[config.mk]
export PLATFORM = sky130hd
export DESIGN_NAME = miner_work_link
export DESIGN_NICKNAME = d
export VERILOG_FILES = /design/src/rtl/miner_link_pkg.sv /design/src/rtl/miner_work_link_nonce_fifo.sv /design/src/rtl/miner_work_link.sv
export SDC_FILE = /design/constraint.sdc
export NUM_CORES = 2
export LEC_CHECK = 0
export CAP_MARGIN = 0
export CORE_MARGIN = 4
export CORE_UTILIZATION = 60
export DETAILED_ROUTE_END_ITERATION = 7
export GPL_TIMING_DRIVEN = 0
export PLACE_DENSITY_LB_ADDON = 0.15
export SETUP_SLACK_MARGIN = 0.02
export SLEW_MARGIN = 25
export SYNTH_ARGS = -nofsm -noshare
export SYNTH_HDL_FRONTEND = slang
export SYNTH_HIERARCHICAL = 1
export SYNTH_SLANG_ARGS = --single-unit
[constraint.sdc]
create_clock -name hash_clk -period 51.3 [get_ports hash_clk]
set_clock_uncertainty 0.15 [all_clocks]
set_input_delay 12.825 -clock hash_clk [delete_from_list [all_inputs] [get_ports hash_clk]]
set_output_delay 12.825 -clock hash_clk [all_outputs]
set_load 0.05 [all_outputs]
[src/rtl/miner_link_pkg.sv]
// Shared constants and types for the miner host link: packet geometry and TX states.
package miner_link_pkg;

    localparam int WORK_BYTES     = 44;
    localparam int MIDSTATE_BYTES = 32;
    localparam int NONCE_BYTES    = 4;
    localparam int DATA_BYTES     = WORK_BYTES - MIDSTATE_BYTES;
    localparam int NONCE_W        = NONCE_BYTES * 8;

    typedef enum logic {
        IDLE = 1'b0,
        SEND = 1'b1
    } tx_state_t;

endpackage

[src/rtl/miner_work_link_nonce_fifo.sv]
// Golden-nonce queue: power-of-two depth, wrap-bit pointers, drops pushes while full.
module nonce_fifo #(
    parameter int LOG2  = 2,
    parameter int WIDTH = 32
) (
    input  logic             clk,
    input  logic             rst,
    input  logic             push,
    input  logic [WIDTH-1:0] wdata,
    input  logic             pop,
    output logic [WIDTH-1:0] rdata,
    output logic             empty,
    output logic             dropped
);

    localparam int DEPTH = 1 << LOG2;

    logic [WIDTH-1:0] mem [DEPTH];
    logic [LOG2:0]    wr_ptr;
    logic [LOG2:0]    rd_ptr;
    logic             full;
    logic             push_ok;
    logic             pop_ok;

    // Full is judged on the pre-pop pointers, so a push in a full cycle is lost even if a pop frees a slot.
    assign empty   = (wr_ptr == rd_ptr);
    assign full    = ((wr_ptr ^ rd_ptr) == {1'b1, {LOG2{1'b0}}});
    assign push_ok = push & ~full;
    assign pop_ok  = pop & ~empty;
    assign dropped = push & full;
    assign rdata   = mem[rd_ptr[LOG2-1:0]];

    always_ff @(posedge clk or posedge rst) begin
        if (rst) begin
            wr_ptr <= '0;
            rd_ptr <= '0;
        end else begin
            if (push_ok) wr_ptr <= wr_ptr + 1'b1;
            if (pop_ok)  rd_ptr <= rd_ptr + 1'b1;
        end
    end

    always_ff @(posedge clk) begin
        if (push_ok) mem[wr_ptr[LOG2-1:0]] <= wdata;
    end

endmodule

[src/rtl/miner_work_link.sv]
// Host link endpoint: assembles 44-byte work packets from RX bytes and streams queued golden nonces out little-endian.
//
//   state | meaning
//   IDLE  | no nonce in flight; pops the FIFO head as soon as one is queued
//   SEND  | presenting nonce byte tx_idx; advances on tx_valid & tx_ready
module miner_work_link
    import miner_link_pkg::*;
#(
    parameter int          FIFO_LOG2  = 2,
    parameter logic [23:0] RX_TIMEOUT = 24'd1_000_000
) (
    input  logic          hash_clk,
    input  logic          reset,
    input  logic [7:0]    rx_byte,
    input  logic          rx_valid,
    output logic [255:0]  midstate,
    output logic [95:0]   data,
    output logic          work_valid,
    input  logic [31:0]   golden_nonce,
    input  logic          golden_valid,
    output logic [7:0]    tx_byte,
    output logic          tx_valid,
    input  logic          tx_ready,
    output logic          overflow
);

    // The 44th byte completes the 352-bit image combinationally, so only 43 bytes are ever held.
    logic [(WORK_BYTES-1)*8-1:0] shadow;
    logic [WORK_BYTES*8-1:0]     shadow_next;
    logic [5:0]                  rx_count;
    logic [23:0]                 idle_timer;
    logic                        last_byte;
    logic                        rx_timeout;

    assign shadow_next = {shadow, rx_byte};
    assign last_byte   = rx_valid && (rx_count == 6'(WORK_BYTES - 1));
    assign rx_timeout  = !rx_valid && (rx_count != 6'd0) && (idle_timer == 24'd1);

    always_ff @(posedge hash_clk or posedge reset) begin
        if (reset) begin
            shadow     <= '0;
            rx_count   <= 6'd0;
            idle_timer <= RX_TIMEOUT;
            midstate   <= '0;
            data       <= '0;
            work_valid <= 1'b0;
        end else begin
            work_valid <= 1'b0;
            if (rx_valid) begin
                shadow     <= shadow_next[(WORK_BYTES-1)*8-1:0];
                idle_timer <= RX_TIMEOUT;
                if (last_byte) begin
                    rx_count   <= 6'd0;
                    midstate   <= shadow_next[WORK_BYTES*8-1 -: MIDSTATE_BYTES*8];
                    data       <= shadow_next[DATA_BYTES*8-1:0];
                    work_valid <= 1'b1;
                end else begin
                    rx_count <= rx_count + 6'd1;
                end
            end else begin
                if (idle_timer != 24'd0) idle_timer <= idle_timer - 24'd1;
                if (rx_timeout) rx_count <= 6'd0;
            end
        end
    end

    logic [NONCE_W-1:0] fifo_rdata;
    logic               fifo_empty;
    logic               fifo_dropped;
    logic               fifo_pop;

    nonce_fifo #(
        .LOG2  (FIFO_LOG2),
        .WIDTH (NONCE_W)
    ) u_nonce_fifo (
        .clk     (hash_clk),
        .rst     (reset),
        .push    (golden_valid),
        .wdata   (golden_nonce),
        .pop     (fifo_pop),
        .rdata   (fifo_rdata),
        .empty   (fifo_empty),
        .dropped (fifo_dropped)
    );

    always_ff @(posedge hash_clk or posedge reset) begin
        if (reset) overflow <= 1'b0;
        else if (fifo_dropped) overflow <= 1'b1;
    end

    tx_state_t          state;
    tx_state_t          state_nxt;
    logic [NONCE_W-1:0] tx_shift;
    logic [NONCE_W-1:0] tx_shift_nxt;
    logic [1:0]         tx_idx;
    logic [1:0]         tx_idx_nxt;
    logic               tx_valid_nxt;

    // The byte on the wire is always the low byte of the right-shifting nonce register.
    assign tx_byte = tx_shift[7:0];

    always_ff @(posedge hash_clk or posedge reset) begin
        if (reset) begin
            state    <= IDLE;
            tx_shift <= '0;
            tx_idx   <= 2'd0;
            tx_valid <= 1'b0;
        end else begin
            state    <= state_nxt;
            tx_shift <= tx_shift_nxt;
            tx_idx   <= tx_idx_nxt;
            tx_valid <= tx_valid_nxt;
        end
    end

    always_comb begin
        state_nxt    = state;
        tx_shift_nxt = tx_shift;
        tx_idx_nxt   = tx_idx;
        tx_valid_nxt = tx_valid;
        fifo_pop     = 1'b0;
        case (state)
            IDLE: begin
                if (!fifo_empty) begin
                    fifo_pop     = 1'b1;
                    tx_shift_nxt = fifo_rdata;
                    tx_idx_nxt   = 2'd0;
                    tx_valid_nxt = 1'b1;
                    state_nxt    = SEND;
                end
            end
            SEND: begin
                if (tx_valid && tx_ready) begin
                    if (tx_idx == 2'(NONCE_BYTES - 1)) begin
                        tx_valid_nxt = 1'b0;
                        state_nxt    = IDLE;
                    end else begin
                        tx_idx_nxt   = tx_idx + 2'd1;
                        tx_shift_nxt = {8'h00, tx_shift[NONCE_W-1:8]};
                    end
                end
            end
            default: state_nxt = IDLE;
        endcase
    end

endmodule

==> metrics.md <==
| Metric | Value |
|---|---|
| Iteration-0 DRC Markers | about 1,500 |
| Startpoint types | input port |
| Pre-antenna DRT Iters | 7 |
| Routing usage on met3 | 5.478% |
| FF/Latch Area | 23,120 um^2 |
| Vias per inst | around 5.5 |
| Register bit count reported by yosys | 898 |
| Placed wire-length estimate | 57,820 um |
| Met1 Use GR | a little over a third |
| TNS Setup | 0 ns |
| Worst relative slew slack | 36.39% |
| Cts repair resizes | 0 |
| Final Hold Viols | 0 |
| Post-synth top flop | dfrtp_1 |
| Num rows | 87 |
| Gr busiest metal | met2 |
| Worst Path Class, Setup | input port to register |
| Max Slew Vio Count | 0 |
| Switch share | 29.03% |
| Final WL | ~83,000 um |
| Max cap viols | 0 |
| Initial antenna violation count | 3 |
| Clock transition at path regs | about 0.06 ns |
| Netlist cell types | between 60 and 70 |
| Fillers | around 3,500 |
| Final antenna-violating net count | 0 |
| Clk pwr share | between 30% and 40% |
| Final setup vio count | 0 |
| Initial Utilization | 60.84% |
| Final GP Congestion | 0.8567 |
| NetSw | 0.0005672 W |
| Placed insts | 3,956 |
| Sequential share of power | 49.4% |
| R2R depth | 9 |
| IO Port Bufs | 407 |
| Post-CTS Hold Buffers | 0 |
| Die height | 247.6 um |
| Worst Tran Pin Value | 0.9542 ns |
| Final std cells w/o fill | 4,118 |
| Clock root buffer | clkbuf_16 |
| Status | complete, no violations |
| Crit. End Element | register |
| CTS Buf Count | 88 |
| Syn_nets | 2,836 |
| NumNets Final | 3,346 |
| Internal cell power | 0.001386 W |
| DIE WIDTH | 247.6 um |
| Warnings, synthesis | 6 |
| PwrDens | 45.71 nW/um^2 |
| GRT Total Usage | 27.22% |
| Synthesized area per cell | 12.39 um^2 |
| VDD IR max | around 0.060 mV |
| Comb pwr share | 18.1% |
| Leak Pwr | 20.51 nW |
| Setup Buffers After CTS | 0 |
| Max H-tree Level | 3 |
| Gate Count Post-Synth | 2,780 |
| CP arrival | 15.47 ns |
| F_max | 66.17 MHz |
| Largest net degree at the start of global routing | 102 |
| Core Box Area | 56,600 um^2 |
| Sequential area share after synthesis | 67.14% |
| Aggregate global routing overflow | 0 |
| Multi-input gate area | 10,540 um^2 |
| CTS tree | yes |
| Routed len/inst | 20.05 um |
| # DRC | 0 |
| CTS Buffer Depth | 3 |
| Die area | 61,290 um^2 |
| Number of synthesized flops with an enable pin | 128 |
| RSZ-0062 raised after global routing | false |
| Area grow syn2layout | 24.11% |
| Share of flip-flops with an asynchronous set or reset | between 80% and 90% |
| Layout cells sized above 1 | 18.86% |
| Number of global-route vias before repair | 23,721 |
| Worst Hold Class | register to register |
| Clock Sinks | 898 |
| # IOs | 408 |
| Period utilization | 29.46% |
| Hold depth | 2 |
| Total power | ~0.0020 W |
| Req. time, crit path | 51.66 ns |
| Global-route wire length before repair | about 130,000 um |
| Worst-Skew Late Latency | 0.64 ns |
| Mapped Area | roughly 34,000 um^2 |
| Via count | around 22,000 |
| Met2 global-route usage | 45.91% |
| Minimum clock period | 15.11 ns |
| Max Fanout on Critical Path | 10 |
synth_stat cells (all sizes together), types with 4 or more instances:
cell	instances	area, um^2
nand2	1102	4136
dfrtp	763	19090
mux2	345	3885
edfxtp	128	3844
clkbuf	79	300.3
buf	72	427.9
o21ai	36	183.9
mux4	32	720.7
nor2	28	105.1
mux2i	25	250.2
inv	19	71.31
xnor2	17	156.4
o31ai	14	105.1
xor2	13	121.4
nor4	12	123.9
ha	11	137.6
nand2b	11	71.32
nor3	10	65.06
nand3	8	45.04
a21oi	7	35.03
dfstp	7	183.9
a211oi	4	35.03
nor3b	4	35.03
through the flow:
step | worst slack, ns | instance area (um^2) | utilization (%) | hold WS, ns
2_1_floorplan | 16.89 | 34440 | - | 0.2848
3_3_place_gp | 9.802 | 39460 | 69.71 | 0.2959
3_5_place_dp | 35.52 | 39840 | 70.38 | 0.3002
4_1_cts | 36.18 | 42740 | 75.50 | 0.3141
5_1_grt | 36.09 | 42740 | 75.50 | 0.3405
6_report | 36.19 | 42740 | 75.50 | 0.3177
worst max-delay path, stage by stage:
cell and delay, ns:
clkdlybuf4s50_1 0.58, clkbuf_1 0.57, clkbuf_1 0.66, buf_2 0.43, mux2_2 0.38
logic make-up after synthesis:
kind of cell	after synthesis	synth area share (%)
buffers and inverters	170	2.322
multiplexers	402	14.10
AO/OA/AOI/OAI	72	1.355
AND/OR/NAND/NOR	1197	13.88
XOR/XNOR	30	0.8066
flip-flops	898	67.14
adder cells (fa/ha/maj)	11	0.3997
final cells by class:
class / count / share of cell area [%]
flip-flops and latches: 898 / 54.10
inverters: 19 / 0.1844
well taps: 756 / 2.213
clock inverters: 17 / 0.3777
plain buffers: 151 / 1.704
repair buffers: 420 / 10.37
clock buffers: 144 / 6.397
multi-input cells: 1712 / 24.65
diodes: 1 / 0.005855
cell usage in the layout, fill, tap and decap left out, types with 23 or more instances in the layout:
| cell | synthesis | final |
|---|---|---|
| edfxtp_1 | 128 | 128 |
| clkbuf_8 | 0 | 30 |
| clkbuf_16 | 0 | 89 |
| nand2_1 | 1102 | 1102 |
| mux2_2 | 345 | 345 |
| mux4_2 | 32 | 32 |
| clkbuf_1 | 78 | 103 |
| o21ai_0 | 27 | 27 |
| buf_2 | 45 | 45 |
| clkdlybuf4s50_1 | 0 | 407 |
| mux2i_1 | 25 | 25 |
| dfrtp_1 | 763 | 763 |
| buf_4 | 23 | 23 |
| nor2_1 | 28 | 28 |
final timing paths:
kind | from | to | slack [ns]
setup / recovery | rx_valid | shadow[8] | 36.19
hold / removal | shadow[339] | midstate[251] | 0.32
setup reg to reg | u_nonce_fifo/rd_ptr[0] | tx_shift[25] | 48.34
hold reg to reg | shadow[339] | midstate[251] | 0.32
max in group asynchronous | reset | midstate[207] | 36.41
min in group asynchronous | reset | u_nonce_fifo/wr_ptr[1] | 12.45
registers in the layout, summed over array words and instances (netlist names), 2 cells and up:
signal,cells
tx_shift,32
idle_timer,24
data,96
midstate,256
u_nonce_fifo/rd_ptr,3
u_nonce_fifo/mem,128
shadow,344
rx_count,6
u_nonce_fifo/wr_ptr,3
tx_idx,2
power groups by stage:
stage	registers [W]	clock network (W)	logic (W)
6_report	0.000964	0.000635	0.000354
5_1_grt	0.000978	0.000675	0.000381
4_1_cts	0.000963	0.000645	0.000358
3_5_place_dp	0.000973	0	0.000354
3_3_place_gp	0.000969	0	0.000332
2_1_floorplan	0.000993	0	0.000192
layer usage:
metal | vias to the layer above | wire [um] | part of all wire (%)
met5 | - | 22 | 0.027
met4 | 4 | 2869 | 3.5
met3 | 173 | 4560 | 5.5
met2 | 643 | 41210 | 50
met1 | 11443 | 33910 | 41
li1 | 10181 | - | -
Note: power is estimated with default switching activity, not from simulation.
